File: src/rtl/uart_frame_parser.sv
// Frame assembler behind the UART receiver: SOF, CMD, LEN, payload, XOR CHK.
// Verified frames are held on a single-entry valid/ready output.
module uart_frame_parser #(
    parameter int unsigned MAX_PAYLOAD  = 16,
    parameter logic [7:0]  SOF_BYTE     = 8'hA5,
    parameter int unsigned TIMEOUT_CLKS = 21700
) (
    input  logic                     clk,
    input  logic                     i_rst_n,
    input  logic                     i_RX_DV,
    input  logic [7:0]               i_RX_Byte,
    output logic                     o_frame_valid,
    input  logic                     i_frame_ready,
    output logic [7:0]               o_cmd,
    output logic [7:0]               o_len,
    output logic [8*MAX_PAYLOAD-1:0] o_payload,
    output logic                     o_err_chk,
    output logic                     o_err_len,
    output logic                     o_err_timeout,
    output logic                     o_err_overrun
);

    localparam int unsigned CW = $clog2(TIMEOUT_CLKS);
    localparam logic [CW-1:0] T_LAST = CW'(TIMEOUT_CLKS - 1);
    localparam logic [7:0] MAX_B = 8'(MAX_PAYLOAD);

    typedef enum logic [2:0] {
        HUNT, GET_CMD, GET_LEN, GET_PAY, GET_CHK, HOLD
    } state_t;

    state_t                   state_q, d_state;
    logic [7:0]               cmd_q, d_cmd;
    logic [7:0]               len_q, d_len;
    logic [7:0]               idx_q, d_idx;
    logic [7:0]               chk_q, d_chk;
    logic [8*MAX_PAYLOAD-1:0] pay_q, d_pay;
    logic [CW-1:0]            cnt_q, d_cnt;
    logic                     e_chk_q, e_len_q, e_to_q, e_ovr_q;
    logic                     d_e_chk, d_e_len, d_e_to, d_e_ovr;
    logic                     sof;

    assign sof = i_RX_DV && (i_RX_Byte == SOF_BYTE);

    always_comb begin
        d_state = state_q;
        d_cmd   = cmd_q;
        d_len   = len_q;
        d_idx   = idx_q;
        d_chk   = chk_q;
        d_pay   = pay_q;
        d_cnt   = cnt_q;
        d_e_chk = 1'b0;
        d_e_len = 1'b0;
        d_e_to  = 1'b0;
        d_e_ovr = 1'b0;

        unique case (state_q)
            HUNT: begin
                if (sof) begin
                    d_state = GET_CMD;
                    d_pay   = '0;
                    d_chk   = 8'h00;
                    d_len   = 8'h00;
                end
            end
            GET_CMD: begin
                if (i_RX_DV) begin
                    d_cmd   = i_RX_Byte;
                    d_chk   = i_RX_Byte;
                    d_state = GET_LEN;
                end
            end
            GET_LEN: begin
                if (i_RX_DV) begin
                    d_chk = chk_q ^ i_RX_Byte;
                    d_idx = 8'h00;
                    if (i_RX_Byte > MAX_B) begin
                        d_e_len = 1'b1;
                        d_state = HUNT;
                    end else begin
                        d_len   = i_RX_Byte;
                        d_state = (i_RX_Byte == 8'h00) ? GET_CHK : GET_PAY;
                    end
                end
            end
            GET_PAY: begin
                if (i_RX_DV) begin
                    for (int k = 0; k < int'(MAX_PAYLOAD); k++) begin
                        if (idx_q == 8'(k)) d_pay[k*8 +: 8] = i_RX_Byte;
                    end
                    d_chk = chk_q ^ i_RX_Byte;
                    d_idx = idx_q + 8'd1;
                    if ((idx_q + 8'd1) == len_q) d_state = GET_CHK;
                end
            end
            GET_CHK: begin
                if (i_RX_DV) begin
                    if (i_RX_Byte == chk_q) begin
                        d_state = HOLD;
                    end else begin
                        d_e_chk = 1'b1;
                        d_state = HUNT;
                    end
                end
            end
            HOLD: begin
                // A byte on the transfer cycle is treated as HUNT input
                if (i_frame_ready) begin
                    d_state = HUNT;
                    if (sof) begin
                        d_state = GET_CMD;
                        d_pay   = '0;
                        d_chk   = 8'h00;
                        d_len   = 8'h00;
                    end
                end else if (i_RX_DV) begin
                    d_e_ovr = 1'b1;
                end
            end
            default: d_state = HUNT;
        endcase

        if (state_q inside {GET_CMD, GET_LEN, GET_PAY, GET_CHK}) begin
            if (i_RX_DV) begin
                d_cnt = '0;
            end else if (cnt_q == T_LAST) begin
                d_e_to  = 1'b1;
                d_state = HUNT;
                d_cnt   = '0;
            end else begin
                d_cnt = cnt_q + 1'b1;
            end
        end else begin
            d_cnt = '0;
        end
    end

    always_ff @(posedge clk or negedge i_rst_n) begin
        if (!i_rst_n) begin
            state_q <= HUNT;
            cmd_q   <= '0;
            len_q   <= '0;
            idx_q   <= '0;
            chk_q   <= '0;
            pay_q   <= '0;
            cnt_q   <= '0;
            e_chk_q <= 1'b0;
            e_len_q <= 1'b0;
            e_to_q  <= 1'b0;
            e_ovr_q <= 1'b0;
        end else begin
            state_q <= d_state;
            cmd_q   <= d_cmd;
            len_q   <= d_len;
            idx_q   <= d_idx;
            chk_q   <= d_chk;
            pay_q   <= d_pay;
            cnt_q   <= d_cnt;
            e_chk_q <= d_e_chk;
            e_len_q <= d_e_len;
            e_to_q  <= d_e_to;
            e_ovr_q <= d_e_ovr;
        end
    end

    assign o_frame_valid = (state_q == HOLD);
    assign o_cmd         = cmd_q;
    assign o_len         = len_q;
    assign o_payload     = pay_q;
    assign o_err_chk     = e_chk_q;
    assign o_err_len     = e_len_q;
    assign o_err_timeout = e_to_q;
    assign o_err_overrun = e_ovr_q;

endmodule

File: config.mk
export PLATFORM = sky130hd
export DESIGN_NAME = uart_frame_parser
export DESIGN_NICKNAME = d
export VERILOG_FILES = /design/src/rtl/uart_frame_parser.sv
export SDC_FILE = /design/constraint.sdc
export NUM_CORES = 1
export LEC_CHECK = 0
export BUFFER_PORTS_ARGS = -buffer_cell sky130_fd_sc_hd__buf_2
export CAP_MARGIN = 10
export CELL_PAD_IN_SITES_DETAIL_PLACEMENT = 0
export CELL_PAD_IN_SITES_GLOBAL_PLACEMENT = 1
export CORE_UTILIZATION = 48
export CTS_CLUSTER_DIAMETER = 30
export DETAILED_ROUTE_END_ITERATION = 12
export MAX_ROUTING_LAYER = met4
export PLACE_DENSITY_LB_ADDON = 0.2
export SLEW_MARGIN = 20
export SYNTH_ARGS = -nofsm -noshare
export SYNTH_HDL_FRONTEND = slang
export SYNTH_SLANG_ARGS = --single-unit
File: constraint.sdc
create_clock -name clk -period 4.9 [get_ports clk]
set_input_delay 0.735 -clock clk [delete_from_list [all_inputs] [get_ports clk]]
set_output_delay 0.735 -clock clk [all_outputs]
set_load 0.02 [all_outputs]
==> flow_summary.ini, run 1 <==
[status]
status = finished, final reports clean

[timing]
period_share = 0.6069
clock_skew_ns = 0.01085
clock.fmax_mhz = 336.2
min_period_ns = 2.974
hold_slack_ns = 0.3016
max_slew_margin = 0.3289
hold_viol = 0
totalNegativeSetupSlack_ns = 0
worstMarginPinSlew_ns = 1.007
drv_slew = 0
worst_slack_ns = 1.926
rsz0062_at_grt = no
setup_viol = 0

[critical_path]
slowest_delay_ns = 1.01
cp_data_arrival_time_ns = 3.29
worstSetupStartpointType = flop
crit_path_end_kind = flop
critPathRequiredTime_ns = 5.21
crit_type = flop to flop
crit_path_top_delay_cell = dfrtp_1
crit_fanout = 31
path_cells = nor2b_1, a211oi_4, a31o_2, o21ai_4, mux2_4

[cts]
cts_buffers = 17
cts_buffer_depth = 2
cts.sinks = 182
tritoncts = yes
holdBufCountCts = 0
clkTransAtPathRegs_ns = 0.07
cts_setup_buffers = 0
clk_latency_ns = 0.42
cts_resized = 0
htree_levels = 4
cts_root_buf = clkbuf_16

[synth]
synth_cells = 679
yosysSeqAreaShare = 0.5298
syn_area_sq_mm = 0.008597
synthTopCellsByArea = dfrtp_1 (53%), mux2_4 (14%), mux2_2 (6.3%)
synthArstFlopShare = 1.000
synth_top_area_cell = dfrtp_1
synth_seq_cells = 182
synth_edf_count = 0
synth_flop_cell = dfrtp_1
avgSynthCellArea_sq_um = 12.66
synth.top_cell.area_share = 0.5298
ys_types = 59
synth_nets = 696
synth.yosys.warnings = 0

[die]
row_count = 48
die_w_um = 135.8
die_area_sq_mm = 0.01845
coreArea_sq_mm = 0.01742
initial_core_util = 0.4936
io_pins = 161
die_y_um = 135.8

[layout]
fin_nets = 837
drive_above_1_share = 0.4250
fillers = 1494
diodes = 0
final_cell_area_sq_mm = 0.01005
area_delta_synth_final_pct = 16.91

[drt]
vias_per_cell = 5.320
postRouteAntennaNets = 0
route.met3.wl_um = 781
wl_mm = 19.98
vias = 5629
wl_per_cell_um = 18.89
met2_length_mm = 9.535
wl_met1_mm = 9.535
drt_iter0_markers = 290
firstDrtPassIters = 4
drc_errors = 0
top_layer_used = met4

[power]
ir_drop_uv = 232.8
p_leak_nw = 5.460
p_per_area_mw_per_mm2 = 356.1

[placement]
placed_area_sq_mm = 0.009463
gp_congestion = 0.8305
pre_cts_ws_ns = 1.865
dp_hpwl_mm = 13.71
portBuffers = 160

[grt]
antenna_found_initial = 0
grt_max_degree = 112
first_global_vias = 5522
grt_overflow = 0
grt_pass1_wl_mm = 31.70
grt_use_total = 0.2338

[min_path]
hold_class = primary input to asynchronous set/reset pin

[job]
max_cap_viol_count = 0
-- worst max-delay path: cells and delay by family, from the launching register on --
kind / cells / cell delay, ns
AO/OA/AOI/OAI: 3 / 1.23
flip-flops: 1 / 1.01
multiplexers: 1 / 0.36
AND/OR/NAND/NOR: 1 / 0.25
-- power by group --
| part | total (mW) | leakage, nW | internal, mW | switching [mW] |
|---|---|---|---|---|
| clock | 1.37 | 0.285 | 0.749 | 0.622 |
| combinational | 0.516 | 2.66 | 0.159 | 0.357 |
| sequential | 1.69 | 2.52 | 1.58 | 0.111 |
| total | 3.58 | 5.46 | 2.49 | 1.09 |
-- sequential cells by signal, summed over array words and instances, names as in the netlist --
signal and cells:
o_payload 128, cnt_q 15, chk_q 8, idx_q 8
o_cmd 8, o_len 8, state_q 3, o_err_chk 1
o_err_len 1, o_err_overrun 1, o_err_timeout 1
-- cell usage after synthesis, types with 9 or more instances --
library cell / count
mux2_4: 80
nand2_1: 84
o21ai_0: 29
nand3_1: 10
o21ai_4: 10
and3_1: 13
buf_4: 11
clkbuf_1: 16
dfrtp_1: 182
buf_2: 9
mux2_2: 48
nor2_1: 46
xnor2_1: 12
xor2_1: 22
-- final cells by class --
cell class | count | area [sq um] | area share
inverters | 9 | 33.78 | 0.003361
clock buffers | 20 | 456.7 | 0.04544
well taps | 225 | 281.5 | 0.02801
repair buffers | 162 | 834.6 | 0.08303
clock inverters | 12 | 131.4 | 0.01307
flip-flops and latches | 182 | 4554 | 0.4531
multi-input cells | 448 | 3759 | 0.3740
-- layer usage --
layer	track usage	up-vias
met5	-	-
met4	0.04994	0
met3	0.04512	8
met2	0.3586	120
met1	0.3223	2865
li1	-	2636
-- cell families (layout without fill, tap and decap cells) --
kind of cell / count (synthesis) / count (layout) / synth area share
AND/OR/NAND/NOR: 206 / 206 / 0.1223
adder cells (fa/ha/maj): 5 / 5 / 0.007277
multiplexers: 131 / 131 / 0.2061
flip-flops: 182 / 182 / 0.5298
AO/OA/AOI/OAI: 72 / 72 / 0.06695
XOR/XNOR: 34 / 34 / 0.03464
buffers and inverters: 49 / 203 / 0.03304
-- worst paths after layout --
path / from / to / slack [ns] / depth (start not counted)
setup / recovery: state_q[0] / o_payload[12] / 1.93 / 5
min in group clk: o_cmd[0] / o_cmd[0] / 0.48 / 2
setup reg to reg: state_q[0] / o_payload[12] / 1.93 / 5
max in group asynchronous: i_rst_n / chk_q[7] / 3.59 / 2
hold / removal: i_rst_n / o_payload[61] / 0.30 / 1
hold reg to reg: o_cmd[0] / o_cmd[0] / 0.48 / 2
-- placed cells by master, fill, tap and decap left out, drive strengths merged, types with 2 or more instances in the layout --
| master | synthesis | layout |
|---|---|---|
| nor2b | 3 | 3 |
| xnor2 | 12 | 12 |
| clkbuf | 16 | 20 |
| dfrtp | 182 | 182 |
| ha | 5 | 5 |
| mux2 | 128 | 128 |
| a21oi | 7 | 7 |
| nor3 | 8 | 8 |
| clkinvlp | 0 | 2 |
| o221ai | 2 | 2 |
| xor2 | 22 | 22 |
| and4 | 2 | 2 |
| a31oi | 5 | 5 |
| and2 | 5 | 5 |
| nand3 | 10 | 10 |
| mux2i | 3 | 3 |
| o21ai | 46 | 46 |
| nor4 | 9 | 9 |
| nand2b | 4 | 4 |
| inv | 8 | 17 |
| nor2 | 50 | 50 |
| nand2 | 85 | 85 |
| nand4 | 7 | 7 |
| nand3b | 2 | 2 |
| a21o | 2 | 2 |
| a2111oi | 3 | 3 |
| buf | 24 | 162 |
| and3 | 14 | 14 |
-- stage by stage --
step,cells,util,power (mW)
finish,1058,0.5771,3.580
global route,1058,0.5771,3.744
global placement,1026,0.5433,2.225
CTS,1058,0.5771,3.612
detailed placement,1026,0.5433,2.239
floorplan,679,-,2.098
No activity file was read; power rests on OpenSTA's default activity.
==> run 2: changes to the inputs <==
--- a/config.mk
+++ b/config.mk
@@ -9,7 +9,7 @@
 export CAP_MARGIN = 10
 export CELL_PAD_IN_SITES_DETAIL_PLACEMENT = 0
 export CELL_PAD_IN_SITES_GLOBAL_PLACEMENT = 1
-export CORE_UTILIZATION = 48
+export CORE_UTILIZATION = 40
 export CTS_CLUSTER_DIAMETER = 30
 export DETAILED_ROUTE_END_ITERATION = 12
 export MAX_ROUTING_LAYER = met4
==> constraint.sdc (replaced) <==
create_clock -name clk -period 2.6 [get_ports clk]
set_input_delay 0.39 -clock clk [delete_from_list [all_inputs] [get_ports clk]]
set_output_delay 0.39 -clock clk [all_outputs]
set_load 0.02 [all_outputs]
==> flow_summary.ini, run 2 (synthesis gave the netlist of run 1 again) <==
[timing]
hold_viol = 0
min_period_ns = 2.481
drv_slew = 0
period_share = 0.9542
max_slew_margin = 0.5713
worstMarginPinSlew_ns = 0.6430
clock_skew_ns = 0.01251
clock.fmax_mhz = 403.1
totalNegativeSetupSlack_ns = 0
rsz0062_at_grt = no
setup_viol = 0

[cts]
cts_root_buf = clkbuf_16
cts_resized = 0
cts.sinks = 182
cts_buffer_depth = 2
tritoncts = yes
clk_latency_ns = 0.43
cts_buffers = 17
holdBufCountCts = 1
htree_levels = 4
cts_setup_buffers = 0
clkTransAtPathRegs_ns = 0.07

[layout]
final_common_cell = dfrtp_1
largest_reg_flops = 128
drive_above_1_share = 0.4411
diodes = 0
area_delta_synth_final_pct = 19.81
fin_nets = 861
mostFrequentLayoutCells = dfrtp_1 (182), buf_2 (159), nand2_1 (84)
fillers = 1891

[critical_path]
r2r-start = state_q[2]
crit_fanout = 14
crit_family = compound AO/OA/AOI/OAI gates
crit_path_end_kind = flop
worstSetupStartpointType = flop
cp_data_arrival_time_ns = 2.79
critPathRequiredTime_ns = 2.91
ff2ff_path_depth = 5
path_buf_inv = 0
path_cells = nor2b_1, a211oi_4, a31o_2, o21ai_2, mux2_2
crit_path_top_delay_cell = a31o_2
crit_type = flop to flop
cp_num_cells = 5
setup.worst_path.start = state_q[2]
slowest_delay_ns = 0.57

[power]
total_power_mw = 6.738
p_per_area_mw_per_mm2 = 654.2
p_leak_nw = 5.582
ir_drop_uv = 582.9

[status]
status = finished, final reports clean

[grt]
first_global_vias = 5833
antenna_found_initial = 0
grt_use_total = 0.2003
grt_pass1_wl_mm = 32.99
grt_max_degree = 49
grt_overflow = 0

[die]
initial_core_util = 0.4090
die_y_um = 148.6
row_count = 53
die_w_um = 148.6
io_pins = 161
coreArea_sq_mm = 0.02102
die_area_sq_mm = 0.02208

[drt]
wl_mm = 20.59
wl_per_cell_um = 18.19
drt_iter0_markers = 221
postRouteAntennaNets = 0
vias_per_cell = 5.048
vias = 5714
drc_errors = 0
firstDrtPassIters = 4

[placement]
dp_hpwl_mm = 14.66
gp_congestion = 0.8394
portBuffers = 160

[min_path]
hold_start = i_frame_ready
min_path_cells = 2
hold_class = primary input to flop

[job]
max_cap_viol_count = 0
==> run 2: routing by layer <==
layer | wire, um | up-vias | track usage
met3 | 864 | 26 | 0.03252
li1 | - | 2680 | -
met2 | 9681 | 151 | 0.3091
met1 | 9691 | 2857 | 0.2691
met4 | 354 | 0 | 0.06443
met5 | 0 | - | -
==> run 2: path summary, 6_finish.rpt <==
path / end / slack, ns
max reg2reg: o_payload[125] / 0.12
min: o_err_overrun / 0.22
min in group asynchronous: o_payload[43] / 0.45
max: o_payload[125] / 0.12
min reg2reg: o_cmd[6] / 0.49
max in group asynchronous: o_payload[120] / 1.45
==> run 2: power breakdown <==
part	switching [mW]	internal (mW)	leakage [nW]	total (mW)
registers	0.138	2.98	2.52	3.12
clock network	1.20	1.30	0.282	2.49
logic	0.757	0.367	2.78	1.12
==> run 2: layout make-up <==
class	count	area (sq um)	area share
Clock buffer	18	439.2	0.04264
Clock inverter	14	140.1	0.01361
Inverter	9	33.78	0.003280
Multi-Input combinational cell	448	3759	0.3649
Sequential cell	182	4554	0.4422
Tap cell	275	344.1	0.03341
Timing Repair Buffer	186	1030	0.09998
==> run 2: stage by stage <==
step	utilization	cell area, sq um	hold WS [ns]	setup WS, ns	std cells
after CTS	0.4900	10300	0.1971	0.1142	1132
after global placement	0.4619	9711	0.3536	0.1379	1099
final	0.4900	10300	0.2186	0.1190	1132
after detailed placement	0.4619	9711	0.3524	0.1166	1099
after floorplan	-	8597	0.09441	0.4885	679
after global routing	0.4900	10300	0.2252	0.005099	1132
==> run 3: changes to the inputs <==
==> constraint.sdc (replaced) <==
create_clock -name clk -period 2.6 [get_ports clk]
set_input_delay 0.13 -clock clk [delete_from_list [all_inputs] [get_ports clk]]
set_output_delay 0.13 -clock clk [all_outputs]
set_load 0.02 [all_outputs]
==> flow_summary.ini, run 3 (synthesis gave the netlist of run 1 again) <==
[layout]
final_util = 0.4934
fin_nets = 866
largest_reg_flops = 128
area_delta_synth_final_pct = 20.64
diodes = 0
drive_above_1_share = 0.4374
final_common_cell = dfrtp_1
mostFrequentLayoutCells = dfrtp_1 (182), buf_2 (159), nand2_1 (84)
fillers = 1883

[min_path]
hold_class = primary input to flop

[timing]
hold_slack_ns = 0.02663
drv_slew = 0
max_slew_margin = 0.5343
rsz0062_at_grt = no
worstMarginPinSlew_ns = 0.6986
setup_viol = 0
period_share = 0.8760
min_period_ns = 2.278
hold_viol = 0
clock_skew_ns = 0.009264
totalNegativeSetupSlack_ns = 0
clock.fmax_mhz = 439.1

[grt]
grt_max_degree = 72
met1_usage = 0.2654
use_met3 = 0.03344
grt_overflow = 0
grt_util_met2 = 0.3175
antenna_found_initial = 0
first_global_vias = 5907
grt_pass1_wl_mm = 33.24
grt_use_total = 0.2021
gr-max-usage-layer = met2

[cts]
clk_latency_ns = 0.44
cts.sinks = 182
htree_levels = 4
cts_setup_buffers = 0
cts_root_buf = clkbuf_16
cts_buffers = 17
clkTransAtPathRegs_ns = 0.08
tritoncts = yes
cts_buffer_depth = 2

[power]
p_leak_nw = 5.614
net-switching-power_mw = 2.186
internal-power_mw = 4.666
seqPwrFrac = 0.457
p_per_area_mw_per_mm2 = 660.8
ir_drop_uv = 502.2
combPwrFrac = 0.163
p_clk_frac = 0.380
p_sw_frac = 0.3190

[critical_path]
crit_fanout = 14
r2r-start = state_q[2]
worstSetupStartpointType = flop
slowest_delay_ns = 0.53
path_buf_inv = 1
crit_path_top_delay_cell = dfrtp_1
reg2reg_to = o_payload[121]
crit_type = flop to flop
ff2ff_path_depth = 5
crit_path_end_kind = flop
crit_end = o_payload[121]
critPathRequiredTime_ns = 2.92
cp_data_arrival_time_ns = 2.60
reg2reg_slack_ns = 0.32
cp_num_cells = 5
setup.worst_path.start = state_q[2]
path_cells = nand3b_2, and2_1, buf_4, o21ai_2, mux2_2
crit_family = simple AND/OR/NAND/NOR gates

[placement]
dp_hpwl_mm = 14.71
portBuffers = 160
gp_congestion = 0.8195

[die]
die_area_sq_mm = 0.02208
io_pins = 161
coreArea_sq_mm = 0.02102
die_w_um = 148.6
die_y_um = 148.6
row_count = 53
initial_core_util = 0.4090

[status]
status = finished, final reports clean

[drt]
vias_per_cell = 5.102
vias = 5801
firstDrtPassIters = 5
drt_iter0_markers = 353
postRouteAntennaNets = 0
wl_mm = 20.75
wl_per_cell_um = 18.25
drc_errors = 0

[job]
max_cap_viol_count = 0
## run 3: cell count changes in the layout (fill, tap and decap cells not counted), sizes merged
| cell | before | now |
|---|---|---|
| dlygate4sd3 | 1 | 6 |
| clkinvlp | 1 | 0 |
| inv | 13 | 17 |
| clkinv | 9 | 6 |
## run 3: worst min path at each step
stage / startpoint / to / slack, ns / depth (start not counted)
3_3_place_gp: i_rst_n / o_payload[50] / 0.17 / 1
5_1_grt: i_RX_Byte[3] / o_len[3] / 0.04 / 3
4_1_cts: i_RX_Byte[3] / o_cmd[3] / 0.02 / 3
6_report: i_RX_Byte[0] / chk_q[0] / 0.03 / 3
3_5_place_dp: i_rst_n / o_payload[42] / 0.19 / 1
2_1_floorplan: i_rst_n / chk_q[0] / -0.17 / 0
## run 3: metal layers
layer | up-vias | part of all wire
met5 | - | 0
met4 | 0 | 0.015
met3 | 17 | 0.044
met2 | 156 | 0.48
met1 | 2942 | 0.46
li1 | 2686 | -
## run 3: final cells by class
cell class,instances,area (sq um),share of cell area
Multi-Input combinational cell,448,3767,0.3633
Clock inverter,14,175.2,0.01689
Tap cell,275,344.1,0.03318
Clock buffer,18,429.2,0.04138
Inverter,9,33.78,0.003257
Timing Repair Buffer,191,1067,0.1029
Sequential cell,182,4554,0.4391
## run 3: tightest hold or removal path, stage by stage
cell and delay, ns:
buf_2 0.17, nand2_1 0.08, nand2_1 0.05
## run 3: power by group through the flow
stage          Clock [mW]  Combinational [mW]  Sequential [mW]
4_1_cts              2.66                1.13             3.13
5_1_grt              2.77                1.25             3.15
3_5_place_dp            0                1.11             3.18
2_1_floorplan           0               0.726             3.23
3_3_place_gp            0                1.09             3.17
6_report             2.60                1.12             3.13
## run 3: repair_timing
action / CTS / global route
endpoints found under the hold margin: 73 / 0
resized for setup: 0 / 1
hold buffers: 6 / 0
setup endpoints to repair: 0 / 11
## run 3: per-stage QoR
stage / cells / power [mW] / cell area, sq um / setup slack [ns]
finish: 1137 / 6.853 / 10370 / 0.3224
global placement: 1099 / 4.264 / 9698 / 0.2578
global route: 1137 / 7.179 / 10370 / 0.1613
floorplan: 679 / 3.954 / 8597 / 0.4885
CTS: 1137 / 6.917 / 10360 / 0.1442
detailed placement: 1099 / 4.296 / 9698 / 0.1731
